$ cat config.mk
export PLATFORM = sky130hd
export DESIGN_NAME = fetch_stage_flat
export DESIGN_NICKNAME = d
export VERILOG_FILES = /design/src/rtl/fetch_stage_if.sv /design/src/rtl/fetch_stage.sv /design/src/flat_wrapper.sv
export SDC_FILE = /design/constraint.sdc
export NUM_CORES = 1
export LEC_CHECK = 0
export BUFFER_PORTS_ARGS = -buffer_cell sky130_fd_sc_hd__buf_4
export CORE_MARGIN = 2
export CORE_UTILIZATION = 35
export CTS_CLUSTER_DIAMETER = 200
export DETAILED_ROUTE_END_ITERATION = 8
export PLACE_DENSITY = 0.53
export SYNTH_ARGS = -nofsm -noshare
export SYNTH_HDL_FRONTEND = slang
export SYNTH_SLANG_ARGS = --single-unit
export TNS_END_PERCENT = 1
$ cat constraint.sdc
create_clock -name clk -period 5.97 [get_ports clk]
set_input_delay 1.194 -clock clk [delete_from_list [all_inputs] [get_ports clk]]
set_output_delay 1.194 -clock clk [all_outputs]
set_load 0.005 [all_outputs]
$ cat src/rtl/fetch_stage_if.sv
// -----------------------------------------------------------------------------
// fetch_stage_if
//   Bundles the instruction-fetch handshakes: the instruction-memory request /
//   response channel, the branch redirect from execute, and the instruction
//   stream toward decode.
//
//   master : the fetch stage (drives requests and the decode stream)
//   slave  : the environment (memory, execute, decode)
//
//   imem_req_valid/ready/addr   word-aligned fetch request
//   imem_resp_valid/data        returned instruction word
//   redirect_valid/base/imm     taken branch: target = base + sext(imm)*4
//   inst_valid/ready/data/pc    FIFO head toward decode
// -----------------------------------------------------------------------------
interface fetch_stage_if;
    logic        imem_req_valid;
    logic        imem_req_ready;
    logic [31:0] imem_req_addr;
    logic        imem_resp_valid;
    logic [31:0] imem_resp_data;
    logic        redirect_valid;
    logic [31:0] redirect_base;
    logic [15:0] redirect_imm;
    logic        inst_valid;
    logic        inst_ready;
    logic [31:0] inst_data;
    logic [31:0] inst_pc;

    modport master (
        output imem_req_valid, imem_req_addr,
        input  imem_req_ready,
        input  imem_resp_valid, imem_resp_data,
        input  redirect_valid, redirect_base, redirect_imm,
        output inst_valid, inst_data, inst_pc,
        input  inst_ready
    );

    modport slave (
        input  imem_req_valid, imem_req_addr,
        output imem_req_ready,
        output imem_resp_valid, imem_resp_data,
        output redirect_valid, redirect_base, redirect_imm,
        input  inst_valid, inst_data, inst_pc,
        output inst_ready
    );
endinterface

$ cat src/rtl/fetch_stage.sv
// -----------------------------------------------------------------------------
// fetch_stage
//   Instruction fetch for the 32-bit MIPS core. Owns the PC, keeps at most one
//   instruction-memory request outstanding, and buffers returned words in a
//   2-entry FIFO toward decode. A taken branch from execute reloads the PC,
//   flushes the FIFO and marks any in-flight request as stale.
//
//   Ports:
//     clk    clock, all state updates on posedge
//     rst_n  synchronous active-low reset
//     bus    fetch_stage_if.master (imem request/response, redirect, decode)
//   Parameter:
//     RESET_PC  PC loaded on reset
// -----------------------------------------------------------------------------
module fetch_stage #(
    parameter logic [31:0] RESET_PC = 32'h0000_0000
) (
    input  logic         clk,
    input  logic         rst_n,
    fetch_stage_if.master bus
);

    // REQ: may issue; WAIT: awaiting a live response; DROP: awaiting a stale one
    localparam logic [1:0] S_REQ  = 2'd0;
    localparam logic [1:0] S_WAIT = 2'd1;
    localparam logic [1:0] S_DROP = 2'd2;

    logic [1:0]  state;
    logic [31:0] pc;
    logic [31:0] inflight_pc;
    logic [1:0]  count;
    logic        active;      // low for the cycle(s) in reset, keeps req low then

    // Shift-style FIFO: entry 0 is always the head, so the head outputs simply
    // hold their last value once the FIFO empties.
    logic [31:0] e0_data, e0_pc;
    logic [31:0] e1_data, e1_pc;

    logic        redirect;
    logic        accept;
    logic        resp;
    logic        push;
    logic        pop;
    logic [31:0] target;

    assign redirect = bus.redirect_valid;
    assign target   = bus.redirect_base + {{14{bus.redirect_imm[15]}}, bus.redirect_imm, 2'b00};

    // Request valid is built from registers only, never from inputs.
    assign bus.imem_req_valid = active && (state == S_REQ) && (count < 2'd2);
    assign bus.imem_req_addr  = pc;

    assign bus.inst_valid = (count != 2'd0);
    assign bus.inst_data  = e0_data;
    assign bus.inst_pc    = e0_pc;

    assign accept = bus.imem_req_valid && bus.imem_req_ready;
    // A response while in REQ is a protocol violation and is ignored.
    assign resp   = bus.imem_resp_valid && (state != S_REQ);
    assign push   = resp && (state == S_WAIT) && !redirect;
    assign pop    = bus.inst_valid && bus.inst_ready && !redirect;

    // NOTE: sequential state uses non-blocking assignments so every register
    // samples the pre-edge values regardless of statement order.
    always_ff @(posedge clk) begin
        if (!rst_n) begin
            state       <= S_REQ;
            pc          <= RESET_PC;
            inflight_pc <= '0;
            count       <= '0;
            active      <= 1'b0;
        end else begin
            active <= 1'b1;

            case (state)
                // An accept that coincides with a redirect fetched a stale PC.
                S_REQ:   if (accept) state <= redirect ? S_DROP : S_WAIT;
                S_WAIT:  if (resp) state <= S_REQ;
                         else if (redirect) state <= S_DROP;
                S_DROP:  if (resp) state <= S_REQ;
                default: state <= S_REQ;
            endcase

            if (accept) inflight_pc <= pc;

            if (redirect)    pc <= target;
            else if (accept) pc <= pc + 32'd4;

            if (redirect) count <= '0;
            else          count <= count + {1'b0, push} - {1'b0, pop};
        end
    end

    // NOTE: FIFO storage is reset because the head outputs must read zero
    // after reset, not merely be flagged invalid.
    always_ff @(posedge clk) begin
        if (!rst_n) begin
            e0_data <= '0;
            e0_pc   <= '0;
            e1_data <= '0;
            e1_pc   <= '0;
        end else if (pop && (count == 2'd2)) begin
            e0_data <= e1_data;
            e0_pc   <= e1_pc;
            if (push) begin
                e1_data <= bus.imem_resp_data;
                e1_pc   <= inflight_pc;
            end
        end else if (push && ((count == 2'd0) || pop)) begin
            e0_data <= bus.imem_resp_data;
            e0_pc   <= inflight_pc;
        end else if (push) begin
            e1_data <= bus.imem_resp_data;
            e1_pc   <= inflight_pc;
        end
    end

endmodule
$ cat src/flat_wrapper.sv
// flat-port wrapper written by rule: the top's interface ports become plain ports
module fetch_stage_flat 
#(
    parameter logic [31:0] RESET_PC = 32'h0000_0000
)
  (clk, rst_n, bus_imem_req_valid, bus_imem_req_addr, bus_imem_req_ready, bus_imem_resp_valid, bus_imem_resp_data, bus_redirect_valid, bus_redirect_base, bus_redirect_imm, bus_inst_valid, bus_inst_data, bus_inst_pc, bus_inst_ready);
  fetch_stage_if bus_i ();
  input  logic clk;
  input  logic rst_n;
  output wire logic [$bits(bus_i.imem_req_valid)-1:0] bus_imem_req_valid;
  output wire logic [$bits(bus_i.imem_req_addr)-1:0] bus_imem_req_addr;
  input wire logic [$bits(bus_i.imem_req_ready)-1:0] bus_imem_req_ready;
  input wire logic [$bits(bus_i.imem_resp_valid)-1:0] bus_imem_resp_valid;
  input wire logic [$bits(bus_i.imem_resp_data)-1:0] bus_imem_resp_data;
  input wire logic [$bits(bus_i.redirect_valid)-1:0] bus_redirect_valid;
  input wire logic [$bits(bus_i.redirect_base)-1:0] bus_redirect_base;
  input wire logic [$bits(bus_i.redirect_imm)-1:0] bus_redirect_imm;
  output wire logic [$bits(bus_i.inst_valid)-1:0] bus_inst_valid;
  output wire logic [$bits(bus_i.inst_data)-1:0] bus_inst_data;
  output wire logic [$bits(bus_i.inst_pc)-1:0] bus_inst_pc;
  input wire logic [$bits(bus_i.inst_ready)-1:0] bus_inst_ready;
  assign bus_imem_req_valid = bus_i.imem_req_valid;
  assign bus_imem_req_addr = bus_i.imem_req_addr;
  assign bus_i.imem_req_ready = bus_imem_req_ready;
  assign bus_i.imem_resp_valid = bus_imem_resp_valid;
  assign bus_i.imem_resp_data = bus_imem_resp_data;
  assign bus_i.redirect_valid = bus_redirect_valid;
  assign bus_i.redirect_base = bus_redirect_base;
  assign bus_i.redirect_imm = bus_redirect_imm;
  assign bus_inst_valid = bus_i.inst_valid;
  assign bus_inst_data = bus_i.inst_data;
  assign bus_inst_pc = bus_i.inst_pc;
  assign bus_i.inst_ready = bus_inst_ready;
  fetch_stage #(.RESET_PC(RESET_PC)) u_core (.clk(clk), .rst_n(rst_n), .bus(bus_i));
endmodule
=== Word level (Yosys, flattened, before mapping) ===
Index checks and enable logic that the tools add are counted.

* Add/subtract/negate cells: 4
* $lt $le $gt $ge: 1
* Equal/unequal tests: 7
* Mux-type cells: 19
* Bitwise gates (word level): 1
* Reductions and logical operators: 20

{| class="wikitable"
|+ Operators by type and width
! operator !! count
|-
| 32-bit 2-to-1 mux || 12
|-
| 32-bit by 3-bit adder with 32-bit output, second input constant || 1
|-
| 32-bit adder || 1
|-
| 1-bit logical AND || 10
|-
| 2-bit 2-to-1 mux || 5
|-
| 2-bit nonzero test || 4
|-
| 2-bit by 1-bit != test with 1-bit output, second input constant || 3
|-
| 2-bit case mux with 3 select lines || 1
|-
| 2-bit equality test, second input constant || 2
|-
| 2-bit logical NOT || 2
|-
| 3-bit by 2-bit != test with 1-bit output, second input constant || 1
|-
| 3-bit AND reduction || 1
|-
| 2-bit by 1-bit adder with 2-bit output || 1
|-
| 2-bit by 1-bit equality test with 1-bit output, second input constant || 1
|-
| 2-bit less-than comparator, second input constant || 1
|-
| 2-bit OR reduction || 1
|-
| 2-bit by 1-bit subtractor with 2-bit output || 1
|-
| 1-bit logical NOT || 1
|-
| 1-bit logical OR || 1
|-
| 1-bit 2-to-1 mux || 1
|-
| 1-bit NOT || 1
|}

* Register bits after elaboration: 197
* Bits of input ports: 86
* Output and inout port bits: 98

=== Depth between registers and ports, before layout ===
Gate-level depths: netlist of the first run.

* Depth after elaboration: 7
* Depth in mapped cells: 10

=== Worst setup path before layout of the first run ===
No wires, ideal clock.

* Kind: input -> register
* From: input bus_redirect_imm[0]
* To: register u_core.pc[30], in the netlist u_core.bus.imem_req_addr[30]
* Setup time: 86 ps
* Data arrival time: 3577 ps
* Data required time: 5884 ps
* Slack: 2308 ps
* Stages: 10
* Cell sequence: ha_1 > fa_1 > a21o_1 > a21o_1 > a211o_1 > a311oi_4 > nor2_2 > nor3_2 > mux2_1 > a211oi_1

* Longest elaborated chain between the ends: 2

{| class="wikitable"
|+ Ends and longest elaborated chain
! what !! RTL line !! RTL
|-
| start, declared || flat_wrapper.sv:17 || <nowiki>input wire logic [$bits(bus_i.redirect_imm)-1:0] bus_redirect_imm;</nowiki>
|-
| 32-bit adder || fetch_stage.sv:47 || <nowiki>assign target = bus.redirect_base + {{14{bus.redirect_imm[15]}}, bus.redirect_imm, 2'b00};</nowiki>
|-
| 32-bit 2-to-1 mux || fetch_stage.sv:86 || <nowiki>if (redirect) pc <= target;</nowiki>
|-
| end signal, assigned || fetch_stage.sv:86 ||
|-
| end signal, assigned || fetch_stage.sv:87 || <nowiki>else if (accept) pc <= pc + 32'd4;</nowiki>
|-
| end, declared || fetch_stage.sv:29 || <nowiki>logic [31:0] pc;</nowiki>
|}

Every way passes these cells.
A chain may end at the register's enable or synchronous reset.

=== Worst setup path after layout of the first run ===
* From: input bus_redirect_valid
* To: register u_core.e1_data[26]

* Longest elaborated chain between the ends: 5

{| class="wikitable"
|+ Ends and longest elaborated chain
! what !! RTL line !! RTL
|-
| start, declared || flat_wrapper.sv:15 || <nowiki>input wire logic [$bits(bus_i.redirect_valid)-1:0] bus_redirect_valid;</nowiki>
|-
| 1-bit logical NOT (*) || fetch_stage.sv:60, fetch_stage.sv:61 ||
|-
| 1-bit logical AND, on equally long branches || fetch_stage.sv:60, fetch_stage.sv:61 ||
|-
| 32-bit 2-to-1 mux or 1-bit logical OR (tied branches) || -- ||
|-
| 32-bit 2-to-1 mux or 1-bit logical AND (tied branches) || -- ||
|-
| 32-bit 2-to-1 mux or 2-bit by 1-bit != test with 1-bit output (tied branches) || -- ||
|-
| end signal, assigned || fetch_stage.sv:106 || <nowiki>e1_data <= bus.imem_resp_data;</nowiki>
|-
| end signal, assigned || fetch_stage.sv:113 || <nowiki>e1_data <= bus.imem_resp_data;</nowiki>
|-
| end, declared || fetch_stage.sv:37 || <nowiki>logic [31:0] e1_data, e1_pc;</nowiki>
|}

Every way passes the cells marked *; elsewhere a longest branch is shown, timed or not. The select of a mux whose other input is x is not followed.

==> impl_metrics.csv, run 1 <==
group,metric,value,unit
floorplanning,io_pins,184,
floorplanning,dieArea,28690,um2
cells_and_area,drive_above_1_share,0.1884,
worst_setup_path,critPathArrivalTime,4.00,ns
cts,clkSinkCount,197,
floorplanning,start_util,0.3562,
cts,clkLatencyLatePin,0.43,ns
grt,met3_usage,0.04268,
timing,timing.fmax,0.2734,GHz
outcome,outcome,"completed",
route,drt-vias-per-instance,5.074,
worst_setup_path,reg2reg_depth,6,
worst_setup_path,crit_buf_inv,2,
timing,min_period,3.658,ns
min_path,hold_class,"flop to flop",
pwr,leakage,5.109,nW
grt,overflow,0,
cts,cts_max_level,4,
logic_synthesis,ys_seq_area_frac,0.4119,
logic_synthesis,syn_area,9574,um2
cts,numCtsBuffers,17,
cells_and_area,n_antenna_cell,0,
logic_synthesis,synth-seq-cells,197,
grt,grt_pass1_vias,7745,
worst_setup_path,crit_chain,"buf_4 -> nor4b_2 -> o21ai_4 -> o21ai_4 -> buf_4 -> nand2_1 -> a21oi_1",
floorplanning,fp.coreArea,26880,um2
cells_and_area,area_growth,22.40,%
logic_synthesis,synth-warning-count,0,
cells_and_area,mostFrequentLayoutCell,"nand2_1",
worst_setup_path,start_kind,"input pin",
timing,worstMarginPinSlew,1.067,ns
pwr,power.total,2.863,mW
logic_synthesis,synth_cell_types,61,
worst_setup_path,r2r_start,"u_core.state[1]$_SDFFE_PN0P_",
grt,grt_pass1_wl,41490,um
logic_synthesis,synth_edf_count,0,
logic_synthesis,synth.area.top_cells,"dfxtp_1 41%, nand2_1 9.2%, mux2i_1 7.3%",
place,place_hpwl,17700,um
worst_setup_path,slowest_stage,"o21ai_4",
timing,slew_violations,0,
cts,ctsLongestPathBuffers,2,
worst_setup_path,cp_max_fo,51,
floorplanning,die_h,169.4,um
logic_synthesis,synth_top_area_share,0.4119,
min_path,hold_depth,2,
timing,fin_ws,2.312,ns
route,drt_pass1_iterations,5,
cts,clkSlewWorstSetupHoldPaths,0.07,ns
timing,holdWs,0.4548,ns
worst_setup_path,end_kind,"flop",
floorplanning,rows,60,
grt,use_met1,0.2560,
worst_setup_path,path_delay_family,"compound AO/OA/AOI/OAI gates",
cells_and_area,fin_nets,1412,
timing,fin_tns_setup,0,ns
timing,fin_crit_sh,0.6127,
timing,slew_headroom,0.2884,
timing,rsz0062_at_grt,"false",
cells_and_area,multiInputGateArea,5310,um2
cts,cts_tree,"yes",
timing,skew,0.009892,ns
grt,met2_usage,0.2696,
cts,cts_root_buf,"clkbuf_16",
route,ant_nets,0,
place,gp_congestion,0.8099,
cells_and_area,nFillCells,2749,
worst_setup_path,worstSetupPathType,"input pin to flop",
route,drt-total-wl,25760,um
route,routed-via-count,8357,
place,place_inst,1615,
grt,antenna_found_initial,0,
pwr,peakVddDrop,203.7,uV
cells_and_area,regArea,3944,um2
logic_synthesis,synth_area_per_cell,8.261,um2
cts,postCtsSetupBuffers,0,
place,io_buffers,183,
worst_setup_path,cpPeakStageDelay,0.80,ns
cts,cts_resized,0,
worst_setup_path,cp.required,6.32,ns
timing,hold_viol,0,
min_path,worstHoldStart,"u_core.e1_data[31]$_SDFFE_PN0P_",
pwr,p_per_area,244.3,nW/um2
logic_synthesis,yosysTopAreaCell,"dfxtp_1",
job,drv_cap,0,
cells_and_area,final_cell_mix,"235 x nand2_1, 197 x dfxtp_1, 191 x buf_4, 139 x a21oi_1, 102 x nor2_1",
logic_synthesis,synthFlopType,"dfxtp_1",
grt,grt_max_degree,131,
min_path,holdPathEnd,"u_core.e1_data[31]$_SDFFE_PN0P_",
cts,hold_buffers,0,
grt,grt_use_total,0.1782,
timing,finalSetupViolCount,0,
place,pre_cts_slack,1.809,ns
logic_synthesis,async_flop_share,0,
floorplanning,die_w,169.4,um
route,drt_iter0_drc,527,
worst_setup_path,r2r-end,"u_core.e1_data[26]$_SDFFE_PN0P_",
cells_and_area,final_cells,1647,
worst_setup_path,r2r_slack,3.01,ns
logic_synthesis,postSynthCellCount,1159,
logic_synthesis,synth.net_count,1278,
route,wl_per_cell,15.64,um
route,remaining_drc_errors,0,
grt,top_usage_layer,"met2",
[where the power goes]
part           internal (mW)  switching [mW]
combinational          0.182           0.211
sequential              1.35          0.0451
clock                  0.544           0.533
[logic make-up after synthesis]
family	share of synthesized area
simple gates	0.1913
compound gates	0.1973
flops	0.4119
buf+inv	0.03724
mux	0.07436
xor+xnor	0.04391
fa+ha+maj	0.04391
[how the worst max path moves through the flow]
stage / to / from / slack [ns] / cells past startpoint
2_1_floorplan: u_core.bus.imem_req_addr[30]$_SDFFE_PN0N_ / bus_redirect_imm[0] / 2.31 / 10
3_3_place_gp: u_core.e1_data[26]$_SDFFE_PN0P_ / bus_redirect_valid / 1.93 / 7
3_5_place_dp: u_core.e1_data[26]$_SDFFE_PN0P_ / bus_redirect_valid / 1.81 / 7
4_1_cts: u_core.e1_data[26]$_SDFFE_PN0P_ / bus_redirect_valid / 2.27 / 7
5_1_grt: u_core.e1_pc[19]$_SDFFE_PN0P_ / bus_redirect_valid / 2.03 / 7
6_report: u_core.e1_data[26]$_SDFFE_PN0P_ / bus_redirect_valid / 2.31 / 7
[layer usage]
metal	up-vias	wire [um]
met5	-	0
met3	12	1532
met4	0	211
met2	206	11140
met1	3804	12870
li1	4335	-
[flip-flops by register name (all words and copies together), names as in the netlist]
name and count:
u_core.active 1, u_core.e1_pc 32, u_core.e1_data 32, u_core.bus.inst_pc 32, u_core.bus.inst_data 32, u_core.bus.imem_req_addr 32
u_core.inflight_pc 32, u_core.count 2, u_core.state 2
[synth_stat cells (all sizes together), types with 3 or more instances]
master and instances:
o21bai 5, and3 12, and2 7, nand3 15
o21ai 23, or3 5, xnor2 32, a21oi 141
ha 32, a21boi 4, dfxtp 197, nand2 235
nand4 16, nand2b 5, and4 4, a211oi 77
o21a 6, nor2 104, clkbuf 56, buf 20
xor2 16, a21o 14, mux2i 70, inv 14
o32ai 4, a31oi 3, nor3 13
[through the flow]
step | area [um2] | util
global route | 11720 | 0.4360
detailed placement | 11170 | 0.4157
CTS | 11720 | 0.4360
finish | 11720 | 0.4360
floorplan | 9574 | -
global placement | 11170 | 0.4157
[final cells by class]
type,instances,share of cell area
Clock buffer,18,0.03662
Clock inverter,14,0.01004
Inverter,14,0.004911
Multi-Input combinational cell,872,0.4531
Sequential cell,197,0.3365
Tap cell,341,0.03641
Timing Repair Buffer,191,0.1224
[worst register-to-register path: stages, from the launching register on]
cell and delay [ns]:
dfxtp_1 0.37, nor4b_2 0.68, o21ai_4 0.27, o21ai_4 0.80, buf_4 0.50, nand2_1 0.11
a21oi_1 0.15
(Power assumes the default switching activity.)
==> run 2: changes to the inputs <==
PLACE_DENSITY = 0.55   (was 0.53)
clock period = 3.33 ns   (was 5.97 ns; I/O delays follow)
==> impl_metrics.csv, run 2 (synthesized netlist as in run 1, its figures left out) <==
group,metric,value,unit
outcome,outcome,"completed",
cts,postCtsSetupBuffers,0,
pwr,p_comb_frac,0.138,
worst_setup_path,r2r_start,"u_core.bus.imem_req_addr[9]$_SDFFE_PN0N_",
timing,min_period,2.923,ns
timing,timing.fmax,0.3421,GHz
pwr,p_clk_frac,0.385,
worst_setup_path,cpMostUsedCell,"a21o_1",
pwr,p_seq_frac,0.477,
pwr,peakVddDrop,340.7,uV
cts,cts_root_buf,"clkbuf_16",
place,pre_cts_slack,-0.07658,ns
job,drv_cap,0,
route,ant_nets,0,
worst_setup_path,cp_max_fo,3,
worst_setup_path,slowest_stage,"fa_1",
min_path,hold_depth,2,
worst_setup_path,critPathArrivalTime,3.27,ns
cts,clkSlewWorstSetupHoldPaths,0.07,ns
cells_and_area,n_antenna_cell,0,
cells_and_area,nFillCells,2727,
timing,rsz0062_at_grt,"false",
floorplanning,start_util,0.3562,
floorplanning,rows,60,
place,gp_congestion,0.8513,
timing,holdWs,0.4541,ns
worst_setup_path,reg2reg_depth,7,
cells_and_area,drive_above_1_share,0.1965,
min_path,worstHoldStart,"u_core.e1_pc[0]$_SDFFE_PN0P_",
cts,clkLatencyLatePin,0.43,ns
route,drt_pass1_iterations,5,
floorplanning,dieArea,28690,um2
grt,grt_pass1_vias,7721,
grt,grt_max_degree,129,
cells_and_area,mostFrequentLayoutCell,"nand2_1",
timing,finalSetupViolCount,0,
cts,clkSinkCount,197,
pwr,p_per_area,439.8,nW/um2
route,wl_per_cell,15.24,um
grt,overflow,0,
route,drt_iter0_drc,459,
worst_setup_path,r2r_slack,1.03,ns
timing,slew_headroom,0.6343,
worst_setup_path,cp.required,3.68,ns
cts,ctsLongestPathBuffers,2,
route,routed-via-count,8452,
pwr,p_int,3.830,mW
cts,cts_tree,"yes",
timing,skew,0.008534,ns
pwr,swShare,0.2693,
floorplanning,fp.coreArea,26880,um2
grt,grt_pass1_wl,40500,um
worst_setup_path,crit_chain,"buf_4 -> ha_1 -> fa_1 -> a21o_1 -> a21o_1 -> a211o_1 -> a311oi_4 -> nor2_2 -> nor3_2 -> mux2_1 -> a211oi_1",
route,remaining_drc_errors,0,
place,place_hpwl,17520,um
timing,fin_ws,0.4070,ns
worst_setup_path,start_kind,"input pin",
route,drt-vias-per-instance,5.095,
route,drt-total-wl,25290,um
worst_setup_path,end_kind,"flop",
cts,cts_max_level,4,
timing,slew_violations,0,
grt,antenna_found_initial,0,
pwr,leakage,5.218,nW
grt,grt_use_total,0.1729,
cts,cts_resized,0,
floorplanning,die_h,169.4,um
cts,hold_buffers,0,
timing,worstMarginPinSlew,0.5443,ns
floorplanning,io_pins,184,
place,io_buffers,183,
timing,hold_viol,0,
worst_setup_path,cpPeakStageDelay,0.41,ns
min_path,hold_class,"flop to flop",
pwr,power.total,5.241,mW
floorplanning,die_w,169.4,um
cts,numCtsBuffers,17,
worst_setup_path,worstSetupPathType,"input pin to flop",
cells_and_area,area_growth,24.48,%
cells_and_area,final_cell_mix,"235 x nand2_1, 197 x buf_4, 197 x dfxtp_1, 139 x a21oi_1, 102 x nor2_1",
cells_and_area,fin_nets,1424,
timing,fin_crit_sh,0.8778,
worst_setup_path,r2r-end,"u_core.bus.imem_req_addr[26]$_SDFFE_PN0N_",
pwr,p_switching,1.412,mW
min_path,holdPathEnd,"u_core.e1_pc[0]$_SDFFE_PN0P_",
## run 2: layout make-up
| cell class | instances | area, um2 | area share |
|---|---|---|---|
| clock buffer | 18 | 439.2 | 0.03685 |
| clock inverter | 14 | 141.4 | 0.01186 |
| inverter | 14 | 57.56 | 0.004829 |
| multi-input combinational | 872 | 5310 | 0.4456 |
| sequential | 197 | 3944 | 0.3309 |
| tap | 341 | 426.7 | 0.03580 |
| timing repair buffer | 203 | 1599 | 0.1342 |
## run 2: routing by layer
layer  vias up  wire [um]  GRT usage
li1       4346          -          -
met1      3914      13000     0.2478
met2       169      10890     0.2664
met3        23       1050    0.03125
met4         0        354    0.04757
met5         -          0          0
## run 2: worst max-delay path: cells and delay by family
kind | cells | cell delay (ns)
AOI/OAI and AO/OA | 5 | 1.19
buffers and inverters | 1 | 0.11
and+or+nand+nor | 2 | 0.34
muxes | 1 | 0.35
adders and majority gates | 2 | 0.62
## run 2: worst max path at each step
| stage | slack, ns | from | endpoint | cells after the start |
|---|---|---|---|---|
| after floorplan | 0.20 | bus_redirect_imm[0] | u_core.bus.imem_req_addr[30]$_SDFFE_PN0N_ | 10 |
| after global placement | -0.03 | bus_redirect_imm[0] | u_core.bus.imem_req_addr[30]$_SDFFE_PN0N_ | 11 |
| after detailed placement | -0.08 | bus_redirect_imm[0] | u_core.bus.imem_req_addr[30]$_SDFFE_PN0N_ | 11 |
| after CTS | 0.38 | bus_redirect_imm[0] | u_core.bus.imem_req_addr[30]$_SDFFE_PN0N_ | 11 |
| after global routing | 0.21 | bus_redirect_imm[0] | u_core.bus.imem_req_addr[30]$_SDFFE_PN0N_ | 11 |
| final | 0.41 | bus_redirect_imm[0] | u_core.bus.imem_req_addr[30]$_SDFFE_PN0N_ | 11 |
## run 2: power groups by stage
stage	Clock, mW	Sequential (mW)	Combinational (mW)
after floorplan	0	2.53	0.436
after global placement	0	2.55	0.720
after detailed placement	0	2.55	0.723
after CTS	2.09	2.50	0.727
after global routing	2.17	2.51	0.805
final	2.02	2.50	0.723
## run 2: metrics by stage
step	setup TNS, ns	instance area, um2	util	std cells
CTS	0	11920	0.4434	1659
detailed placement	-0.1290	11340	0.4218	1627
global route	0	11920	0.4434	1659
global placement	-0.05384	11340	0.4218	1627
floorplan	0	9574	-	1159
finish	0	11920	0.4434	1659
